### src/rtl/serial_adder_pkg.sv
// -----------------------------------------------------------------------------
// serial_adder_pkg
//   Shared definitions for the bit-serial adder.
//   - state_t       : controller states (LOAD -> ADD -> DONE)
//   - DEFAULT_WIDTH : default operand/sum width in bits
// -----------------------------------------------------------------------------
package serial_adder_pkg;

    localparam int DEFAULT_WIDTH = 4;

    typedef enum logic [1:0] {
        S_LOAD = 2'd0,
        S_ADD  = 2'd1,
        S_DONE = 2'd2
    } state_t;

endpackage : serial_adder_pkg

### src/rtl/full_adder.sv
// -----------------------------------------------------------------------------
// full_adder
//   Purely combinational 1-bit full adder; the single arithmetic cell that the
//   serial adder reuses on every ADD cycle.
//   Ports:
//     a, b  : input  operand bits
//     cin   : input  carry in
//     s     : output sum bit
//     cout  : output carry out (majority of a, b, cin)
// -----------------------------------------------------------------------------
module full_adder (
    input  logic a,
    input  logic b,
    input  logic cin,
    output logic s,
    output logic cout
);

    assign s    = a ^ b ^ cin;
    assign cout = (a & b) | (a & cin) | (b & cin);

endmodule : full_adder

### src/rtl/serial_adder4.sv
// -----------------------------------------------------------------------------
// serial_adder4
//   Bit-serial ripple adder. After reset is released, the first clock edge
//   captures data_a/data_b, then WIDTH edges add one bit per clock (LSB first)
//   through one full adder and a carry flop. The sum is shifted in from the
//   MSB end and held, together with the final carry, until the next reset.
//   Ports:
//     clk       : input  rising-edge clock
//     reset     : input  asynchronous, active-low; 0 clears all state
//     data_a    : input  [WIDTH] operand A, sampled in LOAD only
//     data_b    : input  [WIDTH] operand B, sampled in LOAD only
//     out       : output [WIDTH] sum shift register (partial in ADD, final in DONE)
//     done      : output high while in DONE
//     carry_out : output carry flop; final carry when done=1
// -----------------------------------------------------------------------------
module serial_adder4
    import serial_adder_pkg::*;
#(
    parameter int WIDTH = DEFAULT_WIDTH
) (
    input  logic             clk,
    input  logic             reset,
    input  logic [WIDTH-1:0] data_a,
    input  logic [WIDTH-1:0] data_b,
    output logic [WIDTH-1:0] out,
    output logic             done,
    output logic             carry_out
);

    localparam int CNT_W = $clog2(WIDTH + 1);
    // Counter value seen on the final ADD edge.
    localparam logic [CNT_W-1:0] CNT_LAST = CNT_W'(WIDTH - 1);

    state_t           state_q, state_d;
    logic [WIDTH-1:0] a_q,     a_d;
    logic [WIDTH-1:0] b_q,     b_d;
    logic [WIDTH-1:0] out_q,   out_d;
    logic             carry_q, carry_d;
    logic [CNT_W-1:0] cnt_q,   cnt_d;
    logic             done_q,  done_d;

    logic fa_s;
    logic fa_cout;

    // The LSBs of the operand shift registers are the current bit position.
    full_adder u_full_adder (
        .a    (a_q[0]),
        .b    (b_q[0]),
        .cin  (carry_q),
        .s    (fa_s),
        .cout (fa_cout)
    );

    always_comb begin
        // NOTE: every signal gets a hold default first so no path through the
        // case leaves it unassigned, which would otherwise infer a latch.
        state_d = state_q;
        a_d     = a_q;
        b_d     = b_q;
        out_d   = out_q;
        carry_d = carry_q;
        cnt_d   = cnt_q;
        done_d  = done_q;

        unique case (state_q)
            S_LOAD: begin
                a_d     = data_a;
                b_d     = data_b;
                carry_d = 1'b0;
                out_d   = '0;
                cnt_d   = '0;
                state_d = S_ADD;
            end
            S_ADD: begin
                a_d     = a_q >> 1;
                b_d     = b_q >> 1;
                carry_d = fa_cout;
                // New sum bit enters at the MSB so that after WIDTH shifts
                // bit 0 of the sum has reached out[0].
                out_d   = {fa_s, out_q[WIDTH-1:1]};
                cnt_d   = cnt_q + CNT_W'(1);
                if (cnt_q == CNT_LAST) begin
                    state_d = S_DONE;
                    done_d  = 1'b1;
                end
            end
            S_DONE: begin
                // Everything holds; only reset leaves this state.
            end
            default: state_d = S_LOAD;
        endcase
    end

    // NOTE: state registers use non-blocking assignments so every flop samples
    // the pre-edge values computed above, regardless of statement order.
    always_ff @(posedge clk or negedge reset) begin
        if (!reset) begin
            state_q <= S_LOAD;
            a_q     <= '0;
            b_q     <= '0;
            out_q   <= '0;
            carry_q <= 1'b0;
            cnt_q   <= '0;
            done_q  <= 1'b0;
        end else begin
            state_q <= state_d;
            a_q     <= a_d;
            b_q     <= b_d;
            out_q   <= out_d;
            carry_q <= carry_d;
            cnt_q   <= cnt_d;
            done_q  <= done_d;
        end
    end

    assign out       = out_q;
    assign done      = done_q;
    assign carry_out = carry_q;

endmodule : serial_adder4

### config.mk
export PLATFORM = sky130hd
export DESIGN_NAME = serial_adder4
export DESIGN_NICKNAME = d
export VERILOG_FILES = /design/src/rtl/serial_adder_pkg.sv /design/src/rtl/full_adder.sv /design/src/rtl/serial_adder4.sv
export SDC_FILE = /design/constraint.sdc
export NUM_CORES = 1
export LEC_CHECK = 0
export ABC_AREA = 1
export CORE_MARGIN = 4
export CORE_UTILIZATION = 50
export DETAILED_ROUTE_END_ITERATION = 10
export PLACE_DENSITY = 0.81
export SYNTH_ARGS = -nofsm -noshare
export SYNTH_HDL_FRONTEND = slang
export SYNTH_SLANG_ARGS = --single-unit
### constraint.sdc
create_clock -name clk -period 2.5 [get_ports clk]
set_input_delay 0.375 -clock clk [delete_from_list [all_inputs] [get_ports clk]]
set_output_delay 0.375 -clock clk [all_outputs]
set_load 0.05 [all_outputs]
==> metrics <==
clock group share of total power 0.252; yosys warns 0; Root Driver clkbuf_4; GRT overflow 0; sequential power share 0.568; syn_nets 115; Reg clk slew, reported paths 0.10 ns; initial antenna violation count 0; total of max-cap violations 0; post-route ant nets 0; status finished, final reports clean; CP delay by family, top buffers and inverters; GR Util met2 0.247; Layout fillers 150; clk buf depth 2; Die Area 2490 sq um; drt pass-1 iters 3; Netlist Area Pre-Place 876 sq um; H-tree depth 1; port bufs 15; Die Width 49.9 um; XOR/XNOR share of the synthesized area 0; worst-case clock skew 0.00294 ns; crit path kind reg -> out; min cycle time layout 1.89 ns; Avg Inst Size Synth 8.59 sq um; antenna fix cells 0; DP Area 1020 sq um; initial core utilization 0.556; global-route wire length before repair 2.67 mm; Yosys reg bits 19; die height 49.9 um; Vias 631; Layout Cells excl Fill 134; Placeable Area 1580 sq um; P_sw 0.156 mW; global-route usage over all layers 0.143; Row Count 14; P&R area growth vs syn 19.4%; M3 GR Usage 0.0301; Max Freq 530 MHz; final hold vios 0; Layout Nets 132; Slew HR 0.447; post-synthesis compound-gate area fraction 0.0586; area of the multi-input gates 299 sq um; Core Util, Final 0.663; post-synth cell types 18; post-synthesis mux area share 0; total CTS buffers 3; Comb power frac 0.180; CTS tree done; Resized cells post-CTS 0; Static Leak 0.584 nW; share of post-route cells with drive strength above 1 0.102; simple-gate share of the synthesized area 0.231; adder-cell share of the synthesized area 0.0514; crit path cell chain clkdlybuf4s50_1; CP endpoint kind output pin; initial drt markers 6; Mapped Cells 102; clk sink count 19; TNS Setup 0 ns; sw frac 0.273; Required @ worst endpoint 2.12 ns; hpwl dp 1.09 mm; grt met1 use 0.168; Reg area 475 sq um; worst vdd ir 251 uV; GR peak layer met2; # Post-CTS Setup Buffers 0; Setup-failing EPs final 0; Worst path max stage delay 0.82 ns; DR DRC count 0; cts hold-fix bufs 0; largest net degree at the start of global routing 20; Final Cell Area 1050 sq um; wire per inst 10.6 um; gpl congestion 0.729; pwr dens 548 nW/um^2; CP max-delay cell clkdlybuf4s50_1; Buffers & Inverters on Critical Path 1; critical path arrival 1.51 ns; Ports 16; max-slew violations 0; Critical Path Fanout Max 3; Worst-Margin Slew 0.827 ns; unrepaired setup endpoints after global routing false; Int Power 0.417 mW; WL final 1.43 mm; largest family of logic cells by synthesized area simple AND/OR/NAND/NOR gates; Seq/Total Area, Yosys 0.543; Clock Latency Late Sink 0.28 ns; vias in the first global route 652; Avg Vias per Cell 4.71; Worst Setup Start Kind flop; HP Class reg -> reg; Final Cycle Share 0.754; DP Cell Count 130
-- metrics by stage --
stage	worst slack, ns	power (mW)	hold slack, ns
floorplan	1.15	0.388	0.0794
global placement	0.942	0.433	0.446
detailed placement	0.924	0.437	0.461
CTS	0.594	0.583	0.488
global route	0.537	0.609	0.528
finish	0.614	0.573	0.479
-- registers in the layout, summed over array words and instances (netlist names) --
signal     cells
carry_out      1
b_q            4
done           1
a_q            4
state_q        2
cnt_q          3
out            4
-- layout by cell type, fill, tap and decap left out --
cell             synthesis  routed
a21oi_1                  1       1
clkbuf_4                 0       3
clkdlybuf4s50_1          0      15
clkinv_2                 0       1
dfrtp_1                 19      19
fa_1                     1       1
ha_1                     2       2
inv_1                   17      17
inv_2                    1       1
inv_4                    1       1
nand2_1                 35      35
nand2_2                  1       1
nor2_1                  11      11
nor2_2                   2       2
nor2_4                   1       1
o21ai_0                  1       1
o21ai_1                  1       1
o21ai_2                  2       2
o22ai_1                  3       3
-- power by group through the flow --
stage / combinational, mW / clock, mW / sequential [mW]
floorplan: 0.0152 / 0 / 0.373
global placement: 0.103 / 0 / 0.330
detailed placement: 0.104 / 0 / 0.332
CTS: 0.104 / 0.152 / 0.326
global route: 0.109 / 0.172 / 0.328
finish: 0.103 / 0.144 / 0.326
-- cells in the mapped netlist (all sizes together) --
cell / number / area, sq um
a21oi: 1 / 5.00
buf: 3 / 27.5
dfrtp: 19 / 475
fa: 1 / 20.0
ha: 2 / 25.0
inv: 19 / 73.8
nand2: 36 / 138
nor2: 14 / 65.1
o21ai: 4 / 27.5
o22ai: 3 / 18.8
-- layout make-up --
type / count / area share
multi-input combinational: 61 / 0.286
clock inverter: 1 / 0.00478
inverter: 19 / 0.0706
timing repair buffer: 15 / 0.144
clock buffer: 3 / 0.0215
tap: 16 / 0.0191
sequential: 19 / 0.455
-- path summary, 6_finish.rpt --
| check | start | end | slack, ns | depth (start not counted) |
|---|---|---|---|---|
| min in group asynchronous | reset | out[3] | 0.56 | 1 |
| worst max register to register | state_q[1] | b_q[0] | 1.14 | 4 |
| worst max-delay path | carry_out | carry_out | 0.61 | 1 |
| max in group asynchronous | reset | cnt_q[2] | 1.43 | 1 |
| worst min register to register | done | done | 0.48 | 2 |
| worst min-delay path | done | done | 0.48 | 2 |
-- worst reg2reg max path: stages (launching register included) --
cell	delay, ns
dfrtp_1	0.77
inv_4	0.10
nand2_2	0.24
nor2_1	0.07
nor2_1	0.11
-- kinds of logic after synthesis --
group	count (synthesis)
simple gates	50
compound gates	8
buf+inv	22
flops	19
fa+ha+maj	3
-- layer usage --
layer,up-vias,part of all wire
li1,330,-
met3,2,0.061
met4,0,0.0070
met2,14,0.51
met1,285,0.43
met5,-,0
Power figures use the tool's default switching activity.
